==> config.mk <==
export PLATFORM = sky130hd
export DESIGN_NAME = dma_copy_channel
export DESIGN_NICKNAME = d
export VERILOG_FILES = /design/src/rtl/dma_copy_channel.sv
export SDC_FILE = /design/constraint.sdc
export NUM_CORES = 1
export LEC_CHECK = 0
export BUFFER_PORTS_ARGS = -buffer_cell sky130_fd_sc_hd__buf_2
export CAP_MARGIN = 10
export CORE_MARGIN = 3
export CORE_UTILIZATION = 40
export DETAILED_ROUTE_END_ITERATION = 10
export GPL_ROUTABILITY_DRIVEN = 0
export MAX_ROUTING_LAYER = met4
export PLACE_DENSITY = 0.72
export SLEW_MARGIN = 20
export SYNTH_ARGS = -nofsm -noshare
export SYNTH_HDL_FRONTEND = slang
export SYNTH_SLANG_ARGS = --single-unit
==> constraint.sdc <==
create_clock -name clk -period 2.5 [get_ports clk]
set_input_delay 0.375 -clock clk [delete_from_list [all_inputs] [get_ports clk]]
set_output_delay 0.375 -clock clk [all_outputs]
set_load 0.02 [all_outputs]
==> src/rtl/dma_copy_channel.sv <==
// dma_copy_channel: block copy engine on the dma_req / dma_busynready handshake.
// Each byte is one read transfer followed by one write transfer, issued either
// one-shot (request released between transfers, with a gap after each write)
// or as a burst (request held high across transfers, last write one-shot).
module dma_copy_channel #(
  parameter int ADDR_W     = 21,
  parameter int LEN_W      = 16,
  parameter int GAP_CYCLES = 2,
  parameter bit SRC_FIXED  = 1'b0,
  parameter bit DST_FIXED  = 1'b0
) (
  input  logic              clk,
  input  logic              rst_n,
  input  logic              start,
  input  logic [ADDR_W-1:0] src_addr,
  input  logic [ADDR_W-1:0] dst_addr,
  input  logic [LEN_W-1:0]  len,
  input  logic              burst,
  input  logic              abort,
  output logic              busy,
  output logic              done,
  output logic              aborted,
  output logic [LEN_W-1:0]  remaining,
  output logic              dma_req,
  output logic              dma_rnw,
  output logic [ADDR_W-1:0] dma_addr,
  output logic [7:0]        dma_wd,
  input  logic [7:0]        dma_rd,
  input  logic              dma_busynready
);

  typedef enum logic [2:0] {S_IDLE, S_RD, S_WR, S_GAP, S_DONE} state_t;

  state_t            state_q, state_d;
  logic [ADDR_W-1:0] src_q, src_d;
  logic [ADDR_W-1:0] dst_q, dst_d;
  logic [ADDR_W-1:0] addr_q, addr_d;
  logic [LEN_W-1:0]  rem_q, rem_d;
  logic [7:0]        wd_q, wd_d;
  logic [3:0]        gap_q, gap_d;
  logic              burst_q, burst_d;
  logic              abort_q, abort_d;
  logic              aborted_q, aborted_d;
  logic              busy_q, busy_d;
  logic              done_q, done_d;
  logic              req_q, req_d;
  logic              rnw_q, rnw_d;
  logic              out_q, out_d;
  logic              bnr_prev_q;

  logic              accept;
  logic              completion;
  logic              last_wr;
  logic              gap_end;
  logic              abort_hit;
  logic [LEN_W-1:0]  rem_dec;

  // Handshake edges are judged against the previous sample of dma_busynready.
  assign accept     = req_q && !bnr_prev_q && dma_busynready;
  assign completion = out_q && bnr_prev_q && !dma_busynready;
  assign last_wr    = (rem_q == LEN_W'(1));
  assign abort_hit  = abort_q || abort;
  // Saturating decrement so the counter can never wrap below zero.
  assign rem_dec    = (rem_q != '0) ? rem_q - LEN_W'(1) : '0;
  // With GAP_CYCLES=0 this is true immediately, still leaving one idle cycle.
  assign gap_end    = ({1'b0, gap_q} + 5'd1) >= 5'(GAP_CYCLES);

  assign busy      = busy_q;
  assign done      = done_q;
  assign aborted   = aborted_q;
  assign remaining = rem_q;
  assign dma_req   = req_q;
  assign dma_rnw   = rnw_q;
  assign dma_addr  = addr_q;
  assign dma_wd    = wd_q;

  // Next-state and registered-output computation for the copy sequencer.
  always_comb begin
    state_d   = state_q;
    src_d     = src_q;
    dst_d     = dst_q;
    addr_d    = addr_q;
    rem_d     = rem_q;
    wd_d      = wd_q;
    gap_d     = gap_q;
    burst_d   = burst_q;
    abort_d   = abort_q;
    aborted_d = aborted_q;
    busy_d    = busy_q;
    done_d    = 1'b0;
    req_d     = req_q;
    rnw_d     = rnw_q;
    out_d     = out_q;

    if (accept) begin
      out_d = 1'b1;
    end
    if (completion) begin
      out_d = 1'b0;
    end

    case (state_q)
      S_IDLE: begin
        if (start) begin
          src_d     = src_addr;
          dst_d     = dst_addr;
          burst_d   = burst;
          rem_d     = len;
          abort_d   = 1'b0;
          aborted_d = 1'b0;
          if (len == '0) begin
            done_d = 1'b1;
          end else begin
            state_d = S_RD;
            busy_d  = 1'b1;
            req_d   = 1'b1;
            rnw_d   = 1'b1;
            addr_d  = src_addr;
          end
        end
      end

      S_RD: begin
        if (abort) begin
          abort_d = 1'b1;
        end
        if (accept && !burst_q) begin
          req_d = 1'b0;
        end
        if (completion) begin
          wd_d    = dma_rd;
          src_d   = SRC_FIXED ? src_q : src_q + ADDR_W'(1);
          state_d = S_WR;
          req_d   = 1'b1;
          rnw_d   = 1'b0;
          addr_d  = dst_q;
        end
      end

      S_WR: begin
        if (abort) begin
          abort_d = 1'b1;
        end
        // A write known to be the final one is released once accepted so a
        // burst never leaves a stray request behind.
        if ((accept || out_q) && (!burst_q || last_wr || abort_q)) begin
          req_d = 1'b0;
        end
        if (completion) begin
          dst_d = DST_FIXED ? dst_q : dst_q + ADDR_W'(1);
          rem_d = rem_dec;
          if ((rem_dec == '0) || abort_hit) begin
            state_d   = S_DONE;
            req_d     = 1'b0;
            busy_d    = 1'b0;
            done_d    = 1'b1;
            aborted_d = abort_hit;
          end else if (burst_q) begin
            state_d = S_RD;
            req_d   = 1'b1;
            rnw_d   = 1'b1;
            addr_d  = src_q;
          end else begin
            state_d = S_GAP;
            req_d   = 1'b0;
            gap_d   = 4'd0;
          end
        end
      end

      S_GAP: begin
        if (abort) begin
          abort_d = 1'b1;
        end
        if (gap_end) begin
          state_d = S_RD;
          req_d   = 1'b1;
          rnw_d   = 1'b1;
          addr_d  = src_q;
        end else begin
          gap_d = gap_q + 4'd1;
        end
      end

      S_DONE: begin
        state_d = S_IDLE;
      end

      default: begin
        state_d = S_IDLE;
      end
    endcase
  end

  // State registers with synchronous active-low reset.
  always_ff @(posedge clk) begin
    if (!rst_n) begin
      state_q    <= S_IDLE;
      src_q      <= '0;
      dst_q      <= '0;
      addr_q     <= '0;
      rem_q      <= '0;
      wd_q       <= '0;
      gap_q      <= '0;
      burst_q    <= 1'b0;
      abort_q    <= 1'b0;
      aborted_q  <= 1'b0;
      busy_q     <= 1'b0;
      done_q     <= 1'b0;
      req_q      <= 1'b0;
      rnw_q      <= 1'b1;
      out_q      <= 1'b0;
      bnr_prev_q <= 1'b0;
    end else begin
      state_q    <= state_d;
      src_q      <= src_d;
      dst_q      <= dst_d;
      addr_q     <= addr_d;
      rem_q      <= rem_d;
      wd_q       <= wd_d;
      gap_q      <= gap_d;
      burst_q    <= burst_d;
      abort_q    <= abort_d;
      aborted_q  <= aborted_d;
      busy_q     <= busy_d;
      done_q     <= done_d;
      req_q      <= req_d;
      rnw_q      <= rnw_d;
      out_q      <= out_d;
      bnr_prev_q <= dma_busynready;
    end
  end

endmodule

# Word-level counts from Yosys, hierarchy flattened
# Index checks and enable logic that the tools add are counted.
totals:
  ff_bits: 103
  latchBits: 0
  ramBits: 0
  mem_bits_ro: 0
  in_bits: 72
  n_memories: 0
  word_cells: 136
  output_inout_bits: 50
op_classes:
  n_shift: 0
  n_mux: 60
  eq_ne: 17
  n_mul: 0
  magnitude_cmp: 1
  n_div: 0
  n_reduce_logical: 36
  addsub: 5
  n_bitwise: 1
op_table:
  columns: ["op", "count"]
  rows:
  - ["$mux 21", 11]
  - ["$pmux 21 s2", 2]
  - ["$pmux 21 s4", 1]
  - ["$mux 16", 3]
  - ["$add 21x1->21 const B", 2]
  - ["$logic_not 16->1", 2]
  - ["$pmux 16 s2", 1]
  - ["$mux 1", 23]
  - ["$ne 2x2->1 const B", 10]
  - ["$mux 3", 6]
  - ["$eq 16x1->1 const B", 1]
  - ["$mux 4", 4]
  - ["$reduce_bool 16->1", 1]
  - ["$sub 16x1->16 const B", 1]
  - ["$reduce_and 5->1", 3]
  - ["$pmux 3 s4", 1]
  - ["$reduce_and 3->1", 3]
  - ["$pmux 1 s2", 4]
  - ["$pmux 1 s4", 2]
  - ["$pmux 4 s2", 1]
  - ["$reduce_and 8->1", 1]
  - ["$reduce_bool 2->1", 4]
  - ["$eq 3x2->1 const B", 2]
  - ["$logic_and 1x1->1", 6]
  - ["17 further kinds", 25]

# Longest topological paths before layout
# Gate-level depths: netlist of the first run.
depth:
  ltp_word: 8
  mapped_depth: 12
  depth_no_buf: 9

# Least setup slack after synthesis of the first run
# Ideal clock, no wire load.
synth_path:
  kind: "reg2reg"
  startpoint: "register rem_q[0] (netlist: remaining[0])"
  endpoint: "register req_q (netlist: dma_req)"
  path_stages_with_launch: 12
  slack_ns: -0.340
  required_time_ns: 2.385
  arrival_time_ns: 2.726
  period_less_slack_ns: 2.840
  path_cell_list: "dfxtp_1 -> inv_1 -> ha_1 -> buf_2 -> nor4b_4 -> o31a_1 -> o32a_1 -> o211a_1 -> or3_1 -> buf_6 -> buf_6 -> o21a_1"
synth_between:
  elab_chain_len: 7
  word_cells_on_any_way: 14
  classes_between: "1 x add/sub; 2 x eq/ne; 4 x mux; 7 x reduce/logical"
synth_rtl:
  columns: ["item", "line_no", "text"]
  rows:
  - ["start: declaration", "38", "logic [LEN_W-1:0] rem_q, rem_d;"]
  - ["start signal: assignment", "219", "rem_q <= rem_d;"]
  - ["$sub 16x1->16 or $reduce_bool 16->1 (tied branches)", "64", "assign rem_dec = (rem_q != '0) ? rem_q - LEN_W'(1) : '0;"]
  - ["$mux 16", "64", null]
  - ["$logic_not 16->1", "152", "if ((rem_dec == '0) || abort_hit) begin"]
  - ["$logic_or 1x1->1", "152", null]
  - ["$mux 1", "152", null]
  - ["$mux 1", "149", "if (completion) begin"]
  - ["$pmux 1 s4", "102", "case (state_q)"]
  - ["end signal: assignment", "227", "req_q <= req_d;"]
  - ["end: declaration", "46", "logic req_q, req_d;"]
# Several ways; a longest one is shown, not always the timed one.
# A chain may end at the register's enable or synchronous reset.

# Final worst setup path of the first run
# Same ends and word-level chain as after synthesis.

==> out/results.tsv, run 1 <==
metric	value	unit
layout cell share with drive strength beyond 1	26.7	%
Final TNS setup	-0.173	ns
Mapped Area	0.00620	sq mm
hold violation count in the final report	0	
Worst VDD drop	0.000462	V
Final setup viols	6	
violated checks	negative setup slack	
Crit Path Max Fanout	22	
leading area contributor after synthesis	dfxtp_1	
Die Area	0.0170	sq mm
GRT Util Overall	24.3	%
Core ar.	0.0149	sq mm
Hold Crit Depth	3	
first-pass GRT wire length	32200	um
largest net degree at the start of global routing	55	
family with the most delay on the worst path	simple AND/OR/NAND/NOR gates	
Worst Path Arrival	2.80	ns
max-cap violations	0	
post-DR wirelength/cell	17.2	um
Pwr Density	635	mW/mm^2
CTS Buffer Depth	2	
Mean Syn Cell Area	7.38	sq um
router iterations before antenna repair	5	
Reg area	0.00207	sq mm
Vias/cell	5.91	
outcome	finished with violations	
FF-to-FF setup slack	-0.05	ns
WP buf/inv	2	
TritonCTS clock tree	done	
Chip Height	130	um
Worst Path Class, Setup	reg2reg	
# diodes	0	
Post-synth EDFFs	0	
Placement Rows	44	
slowest stage cell, crit path	or3_4	
top cell type's share of synthesized area	33.3	%
Worst Setup End Kind	register	
Post-Place Worst Slack	-0.0702	ns
Fmax achieved	392	MHz
clk_lat worst skew	0.36	ns
crit-path cells	inv_4 > ha_4 > nor4b_4 > nand3b_1 > o31a_1 > o32a_1 > o211a_1 > or3_4 > buf_12 > o21a_1	
Syn Inst Count	840	
worst-margin pin slew	0.567	ns
Final Max Slew Viols	0	
clk slew on worst S/H paths	0.07	ns
RSZ-0062 raised after global routing	true	
clock root buffer	clkbuf_16	
sequential share of the synthesized area	33.3	%
CP max stage delay	0.40	ns
Min-Delay Path Class	in2reg	
dpl hpwl	14500	um
initial core utilization	41.7	%
number of H-tree levels	3	
die width	130	um
R2R depth	10	
Synth cell types	68	
synthesized flop and latch total	103	
fin crit period	2.55	ns
commonest cells after routing, fill and taps aside	nand2_1, buf_2, dfxtp_1	
area grow syn2layout	27.1	%
Main synth FF type	dfxtp_1	
RR Startpoint	remaining[0]$_SDFFE_PN0P_	
FILL cells	1485	
number of global-route vias before repair	6260	
area of the multi-input gates	0.00390	sq mm
top post-synthesis cells by area	dfxtp_1, nand2_1, a21oi_1	
crit path from	remaining[0]$_SDFFE_PN0P_	
CTS Buf Count	9	
Post-synth ARST share	0	%
IO Port Bufs	121	
DR DRC count	0	
Slew HR	61.9	%
post-route ant nets	0	
initial DRC count	573	
fin worst setup slack	-0.0499	ns
Leak Pwr	3.28	nW
clock skew	0.00872	ns
total wire length	20300	um
Worst path depth	10	
Min-Delay Startpoint	dma_rd[4]	
period utilization	102	%
most common cell after layout, fill and taps aside	nand2_1	
gr ovfl total	0	
CP Launch Type	register	
Post-Syn Nets	918	
Yosys warnings	0	
I/O pins	122	
nets@finish	1072	
Worst Path Required	2.75	ns
initial antenna violation count	0	
CTS sink cnt	103	
via count	6990	
[state kept, by name, indices dropped and copies added (netlist names), 3 cells and up]
register / cells
dma_addr: 21
remaining: 16
state_q: 3
dma_wd: 8
dst_q: 21
gap_q: 4
src_q: 21
[synthesized netlist by cell type (all sizes together), types with 3 or more instances]
library cell    n
nand2         134
dfxtp         103
a21oi          94
nor2           91
clkbuf         54
o21ai          50
nor4           32
a211oi         24
nand3          22
a22oi          19
nor3           18
a22o           16
buf            14
nand4          13
and3           12
inv            11
mux2i          10
o22ai          10
o31ai           9
and2            8
or3             7
ha              6
nand3b          6
a311oi          5
a31oi           5
and4            5
nand2b          5
nor2b           5
xor2            5
a32o            4
nand4b          4
nor3b           4
o41ai           4
o31a            3
[area by class of cell]
class | count | share of cell area [%]
clock buffers | 14 | 3.75
clock inverters | 2 | 0.238
inverters | 11 | 0.588
multi-input cells | 658 | 49.5
flip-flops and latches | 103 | 26.3
well taps | 184 | 2.92
repair buffers | 211 | 16.7
[kinds of logic after synthesis]
group / count (synthesis) / share of synthesized area, %
AND/OR/NAND/NOR: 370 / 29.0
AO/OA/AOI/OAI: 266 / 28.5
multiplexers: 10 / 1.68
buffers and inverters: 79 / 5.41
adder cells (fa/ha/maj): 6 / 1.21
flip-flops: 103 / 33.3
XOR/XNOR: 6 / 0.848
[timing repair]
item | 4_1_cts | 5_1_grt
endpoints found under the setup margin | 29 | 29
gates resized for setup | 6 | 4
setup buffers | 2 | 0
pin swaps | 0 | 2
hold buffers | 0 | 0
[path summary, 6_finish.rpt]
kind / to
max reg2reg: dma_req$_SDFFE_PN0P_
min reg2reg: gap_q[3]$_SDFFE_PN0P_
max: dma_req$_SDFFE_PN0P_
min: dma_wd[4]$_SDFFE_PN0P_
[worst register-to-register path, delay by kind of cell, from the launching register on]
family,cells,cell delay (ns)
AOI/OAI and AO/OA,4,0.77
adders and majority gates,1,0.15
buffers and inverters,2,0.25
DFF,1,0.37
and+or+nand+nor,3,0.90
[metrics by stage]
stage | instance area [sq um] | utilization, % | hold slack (ns) | total power [W] | std cells
final | 7880 | 53.0 | 0.250 | 0.00500 | 1183
after global routing | 7880 | 53.0 | 0.250 | 0.00524 | 1183
after CTS | 7850 | 52.8 | 0.244 | 0.00500 | 1183
after detailed placement | 7490 | 50.4 | 0.438 | 0.00350 | 1165
after global placement | 7490 | 50.4 | 0.432 | 0.00347 | 1165
after floorplan | 6240 | - | 0.416 | 0.00295 | 840
[power breakdown]
group          internal [W]  leakage [nW]  total [W]  switching, W
sequential          0.00180         0.847    0.00197      0.000164
combinational      0.000651          2.28    0.00154      0.000891
clock              0.000827         0.152    0.00149      0.000665
[routing by layer]
metal | global-route usage [%] | share of wire (%)
met3 | 3.70 | 7.7
met1 | 32.8 | 44
met4 | 9.92 | 3.0
met5 | - | 0
met2 | 36.5 | 45
No activity file was read; power rests on OpenSTA's default activity.
==> inputs of run 2 (changes only) <==
==> config.mk (replaced) <==
export PLATFORM = sky130hd
export DESIGN_NAME = dma_copy_channel
export DESIGN_NICKNAME = d
export VERILOG_FILES = /design/src/rtl/dma_copy_channel.sv
export SDC_FILE = /design/constraint.sdc
export NUM_CORES = 1
export LEC_CHECK = 0
export CORE_MARGIN = 3
export CORE_UTILIZATION = 40
export DETAILED_ROUTE_END_ITERATION = 10
export DONT_BUFFER_PORTS = 1
export GPL_ROUTABILITY_DRIVEN = 0
export MAX_ROUTING_LAYER = met4
export PLACE_DENSITY = 0.65
export SLEW_MARGIN = 40
export SYNTH_ARGS = -nofsm -noshare
export SYNTH_HDL_FRONTEND = slang
export SYNTH_SLANG_ARGS = --single-unit
==> run 2 against run 1 <==
Largest power group unchanged; hold slack worse by 0.15 ns; flip-flop and latch count stayed put; global-route usage rose by 0.49 points; setup slack better by 0.021 ns; the run still ends with negative setup slack left; register-to-register slack improved by 0.02 ns.
==> out/results.tsv, run 2 (same netlist as run 1, synthesis figures left out) <==
metric	value	unit	change
Vias/cell	6.13		was 5.91
commonest cells after routing, fill and taps aside	nand2_1, dfxtp_1, a21oi_1, buf_4, nor2_1		was nand2_1, buf_2, dfxtp_1
initial antenna violation count	1		was 0
Final Max Slew Viols	0		unchanged
Worst Setup End Kind	register		unchanged
gr ovfl total	0		unchanged
largest net degree at the start of global routing	54		was 55
worst-margin pin slew	0.609	ns	was 0.567 ns
Leak Pwr	2.79	nW	was 3.28 nW
period utilization	101	%	was 102%
CTS sink cnt	103		unchanged
Worst Path Required	2.78	ns	was 2.75 ns
number of H-tree levels	3		unchanged
dpl hpwl	14800	um	was 14500 um
number of global-route vias before repair	5959		was 6260
clk_lat worst skew	0.36	ns	about the same
CTS Buf Count	9		unchanged
Hold Slack	0.104	ns	was 0.250 ns
initial DRC count	737		was 573
DR WL met3	1620	um	was 1570 um
nets@finish	958		was 1072
RSZ-0062 raised after global routing	true		unchanged
hold violation count in the final report	0		unchanged
post-DR wirelength/cell	19.5	um	was 17.2 um
DR DRC count	0		unchanged
Worst VDD drop	0.000333	V	was 0.000462 V
clk slew on worst S/H paths	0.08	ns	was 0.07 ns
outcome	finished with violations		unchanged
WL met1	9310	um	was 8930 um
area grow syn2layout	18.4	%	was 27.1%
Worst Path Arrival	2.81	ns	was 2.80 ns
router iterations before antenna repair	5		unchanged
Min-Delay Path Class	in2reg		unchanged
Final setup viols	3		was 6
GRT Util Overall	24.8	%	was 24.3%
final core occ	49.3	%	was 53.0%
fin worst setup slack	-0.0292	ns	was -0.0499 ns
most common cell after layout, fill and taps aside	nand2_1		unchanged
Worst Path Class, Setup	reg2reg		unchanged
initial core utilization	41.7	%	unchanged
die width	130	um	unchanged
CTS Buffer Depth	2		unchanged
TritonCTS clock tree	done		unchanged
Crit Path Max Fanout	11		was 22
clock root buffer	clkbuf_16		unchanged
CP Launch Type	register		unchanged
Post-Place Worst Slack	-0.0867	ns	was -0.0702 ns
clock skew	0.00781	ns	was 0.00872 ns
Chip Height	130	um	unchanged
Placement Rows	44		unchanged
max-cap violations	0		unchanged
I/O pins	122		unchanged
Die Area	0.0170	sq mm	unchanged
Slew HR	59.1	%	was 61.9%
post-route ant nets	0		unchanged
Fmax achieved	395	MHz	was 392 MHz
Top Layer Used	met4		unchanged
WL met2	9410	um	was 9240 um
first-pass GRT wire length	32400	um	was 32200 um
Core ar.	0.0149	sq mm	unchanged
via count	6563		was 6990
total wire length	20800	um	was 20300 um
Final Power	0.00481	W	was 0.00500 W
fin crit period	2.53	ns	was 2.55 ns
layout cell share with drive strength beyond 1	18.3	%	was 26.7%
IO Port Bufs	0		was 121
violated checks	negative setup slack		unchanged
Pwr Density	655	mW/mm^2	was 635 mW/mm^2
run 2: cell count changes in the layout (fill, tap and decap cells not counted), moves of 2 or more:
cell      change
buf_2       -121
buf_4         +6
clkinv_4      +4
clkbuf_8      -3
dfxtp_1       -2
dfxtp_2       +2
run 2: what timing repair did:
item	CTS	global route
gates cloned	1	0
pin swaps	2	3
setup endpoints to repair	28	31
gates resized for setup	7	9
buffers inserted	2	0
hold buffers	0	0
run 2: metrics by stage:
step	instance area, sq um	setup TNS (ns)	cells
finish	7330	-0.0417	1070
global route	7330	-2.30	1070
CTS	7280	-0.0977	1069
detailed placement	6930	-0.791	1050
global placement	6930	-0.408	1050
floorplan	6240	-1.78	840
run 2: report_power, final:
part	internal [W]	leakage [nW]	switching (W)
Sequential	0.00180	0.848	0.000247
Combinational	0.000598	1.80	0.000782
Clock	0.000689	0.137	0.000688
Total	0.00309	2.79	0.00172
run 2: critical path: stages, from the launching register on:
cell and delay (ns):
dfxtp_4 0.37, inv_4 0.07, ha_4 0.14, nor4b_4 0.34
nand4b_1 0.19, mux2i_2 0.21, o21ai_1 0.11, and3_4 0.18
or3_4 0.44, buf_12 0.18, a211oi_2 0.22
run 2: path summary, 6_finish.rpt:
path / start / to / slack, ns / cells after the start
worst max-delay path: remaining[0]$_SDFFE_PN0P_ / dma_addr[5]$_SDFFE_PN0P_ / -0.03 / 10
worst min-delay path: rst_n / dma_rnw$_SDFFE_PN1P_ / 0.10 / 1
worst max register to register: remaining[0]$_SDFFE_PN0P_ / dma_addr[5]$_SDFFE_PN0P_ / -0.03 / 10
worst min register to register: gap_q[3]$_SDFFE_PN0P_ / gap_q[3]$_SDFFE_PN0P_ / 0.44 / 2
run 2: routing by layer:
| metal | GRT usage (%) | vias up |
|---|---|---|
| met5 | - | - |
| met4 | 8.83 | 0 |
| met3 | 5.93 | 34 |
| met2 | 37.1 | 214 |
| met1 | 32.7 | 3130 |
| li1 | - | 3185 |
run 2: final cells by class:
cell class                 instances  area [sq um]
antenna                            1          2.50
multi-input combinational        658          3920
clock buffer                       9           225
sequential                       103          2070
clock inverter                     7          58.8
fill                            1494          7530
inverter                          11          43.8
timing repair buffer              97           786
tap                              184           230
==> inputs of run 3 (changes only) <==
--- a/config.mk
+++ b/config.mk
@@ -11,7 +11,7 @@
 export DONT_BUFFER_PORTS = 1
 export GPL_ROUTABILITY_DRIVEN = 0
 export MAX_ROUTING_LAYER = met4
-export PLACE_DENSITY = 0.65
+export PLACE_DENSITY = 0.59
 export SLEW_MARGIN = 40
 export SYNTH_ARGS = -nofsm -noshare
 export SYNTH_HDL_FRONTEND = slang
==> run 3 against run 2 <==
Fmax is 0.28% lower; core utilization rose by 0.29 points; clock power up 14%; cell count stayed put; largest power group unchanged; die area is the same; critical path type unchanged; the flow still finishes with violations (negative setup slack).
==> out/results.tsv, run 3 (same netlist as run 1, synthesis figures left out) <==
metric	value	unit	change
Placement Rows	44		unchanged
worst-margin pin slew	0.807	ns	was 0.609 ns
number of global-route vias before repair	6125		was 5959
initial antenna violation count	1		unchanged
Final Max Slew Viols	0		unchanged
slowest stage cell, crit path	or3_4		unchanged
Worst Path Class, Setup	reg2reg		unchanged
GRT Util Overall	25.0	%	was 24.8%
clk_lat worst skew	0.35	ns	was 0.36 ns
commonest cells after routing, fill and taps aside	nand2_1, dfxtp_1, a21oi_1, buf_4, nor2_1		unchanged
Worst Path Required	2.75	ns	was 2.78 ns
DR DRC count	0		unchanged
Post-CTS Hold Buffers	0		unchanged
outcome	finished with violations		unchanged
CTS Buf Count	9		unchanged
Final setup viols	9		was 3
initial core utilization	41.7	%	unchanged
RSZ-0062 raised after global routing	true		unchanged
number of H-tree levels	3		unchanged
initial DRC count	728		was 737
router iterations before antenna repair	5		unchanged
Post-Place Worst Slack	-0.0974	ns	was -0.0867 ns
Worst Path Arrival	2.79	ns	was 2.81 ns
Worst VDD drop	0.000358	V	was 0.000333 V
R2R depth	10		unchanged
final core occ	49.6	%	was 49.3%
first-pass GRT wire length	32900	um	was 32400 um
post-DR wirelength/cell	19.6	um	was 19.5 um
area grow syn2layout	19.1	%	was 18.4%
period utilization	101	%	about the same
CP max stage delay	0.39	ns	was 0.44 ns
Chip Height	130	um	unchanged
fin crit period	2.54	ns	was 2.53 ns
clock skew	0.00895	ns	was 0.00781 ns
Final Power	0.00501	W	was 0.00481 W
Vias/cell	6.25		was 6.13
CP Launch Type	register		unchanged
dpl hpwl	15100	um	was 14800 um
Leak Pwr	2.79	nW	about the same
CTS Buffer Depth	2		unchanged
total wire length	21000	um	was 20800 um
Min-Delay Path Class	in2reg		unchanged
most common cell after layout, fill and taps aside	nand2_1		unchanged
die width	130	um	unchanged
crit-path cells	inv_4 > ha_4 > nor4b_4 > buf_4 > o31a_1 > o32a_1 > o211a_1 > or3_4 > buf_12 > o21a_1		was inv_4 > ha_4 > nor4b_4 > nand4b_1 > mux2i_2 > o21ai_1 > and3_4 > or3_4 > buf_12 > a211oi_2
CTS sink cnt	103		unchanged
layout cell share with drive strength beyond 1	18.1	%	was 18.3%
via count	6690		was 6563
Die Area	0.0170	sq mm	unchanged
fin worst setup slack	-0.0363	ns	was -0.0292 ns
Slew HR	46.1	%	was 59.1%
gr ovfl total	0		unchanged
IO Port Bufs	0		unchanged
hold violation count in the final report	0		unchanged
Hold Crit Depth	1		unchanged
Crit Path Max Fanout	11		unchanged
violated checks	negative setup slack		unchanged
Final TNS setup	-0.131	ns	was -0.0417 ns
TritonCTS clock tree	done		unchanged
Fmax achieved	394	MHz	was 395 MHz
clk slew on worst S/H paths	0.08	ns	about the same
max-cap violations	0		unchanged
clock root buffer	clkbuf_16		unchanged
post-route ant nets	0		unchanged
Core ar.	0.0149	sq mm	unchanged
largest net degree at the start of global routing	43		was 54
Pwr Density	678	mW/mm^2	was 655 mW/mm^2
nets@finish	957		was 958
Worst Setup End Kind	register		unchanged
I/O pins	122		unchanged
## run 3: per-layer routing
metal | track usage, % | routed length [um] | vias to the layer above
li1 | - | - | 3173
met1 | 33.0 | 9280 | 3204
met2 | 38.2 | 9640 | 282
met3 | 5.89 | 1700 | 31
met4 | 7.26 | 393 | 0
met5 | - | 0 | -
## run 3: repair_timing
item	in CTS	in global routing
pin swaps	6	3
resized for setup	5	14
gates cloned	1	0
hold endpoints to repair	0	0
setup endpoints to repair	26	32
setup buffers	2	2
## run 3: worst paths after layout
| check | start | endpoint | slack [ns] |
|---|---|---|---|
| worst min-delay path | rst_n | dma_rnw$_SDFFE_PN1P_ | 0.10 |
| worst max register to register | remaining[0]$_SDFFE_PN0P_ | dma_req$_SDFFE_PN0P_ | -0.04 |
| worst max-delay path | remaining[0]$_SDFFE_PN0P_ | dma_req$_SDFFE_PN0P_ | -0.04 |
| worst min register to register | gap_q[3]$_SDFFE_PN0P_ | gap_q[3]$_SDFFE_PN0P_ | 0.47 |
## run 3: final cells by class
| cell class | instances | area, sq um |
|---|---|---|
| Multi-Input combinational cell | 658 | 3940 |
| Fill cell | 1479 | 7490 |
| Tap cell | 184 | 230 |
| Antenna cell | 2 | 5.00 |
| Clock inverter | 6 | 92.6 |
| Clock buffer | 10 | 229 |
| Timing Repair Buffer | 96 | 766 |
| Inverter | 11 | 46.3 |
| Sequential cell | 103 | 2070 |
## run 3: power breakdown
| part | total [W] | internal (W) | leakage (nW) | switching [W] |
|---|---|---|---|---|
| combinational | 0.00138 | 0.000596 | 1.79 | 0.000784 |
| sequential | 0.00206 | 0.00180 | 0.848 | 0.000252 |
| clock | 0.00157 | 0.000889 | 0.155 | 0.000681 |
| total | 0.00501 | 0.00329 | 2.79 | 0.00172 |
## run 3: stage by stage
stage	area (sq um)	cells	hold WS (ns)
after floorplan	6240	840	0.416
after global placement	6890	1047	0.433
after detailed placement	6900	1047	0.435
after CTS	7280	1066	0.0856
after global routing	7380	1069	0.108
final	7380	1070	0.102
## run 3: critical path, delay by kind of cell, from the launching register on
family / cells / cell delay [ns]
flops: 1 / 0.38
fa+ha+maj: 1 / 0.17
compound gates: 4 / 0.96
simple gates: 2 / 0.54
buf+inv: 3 / 0.38
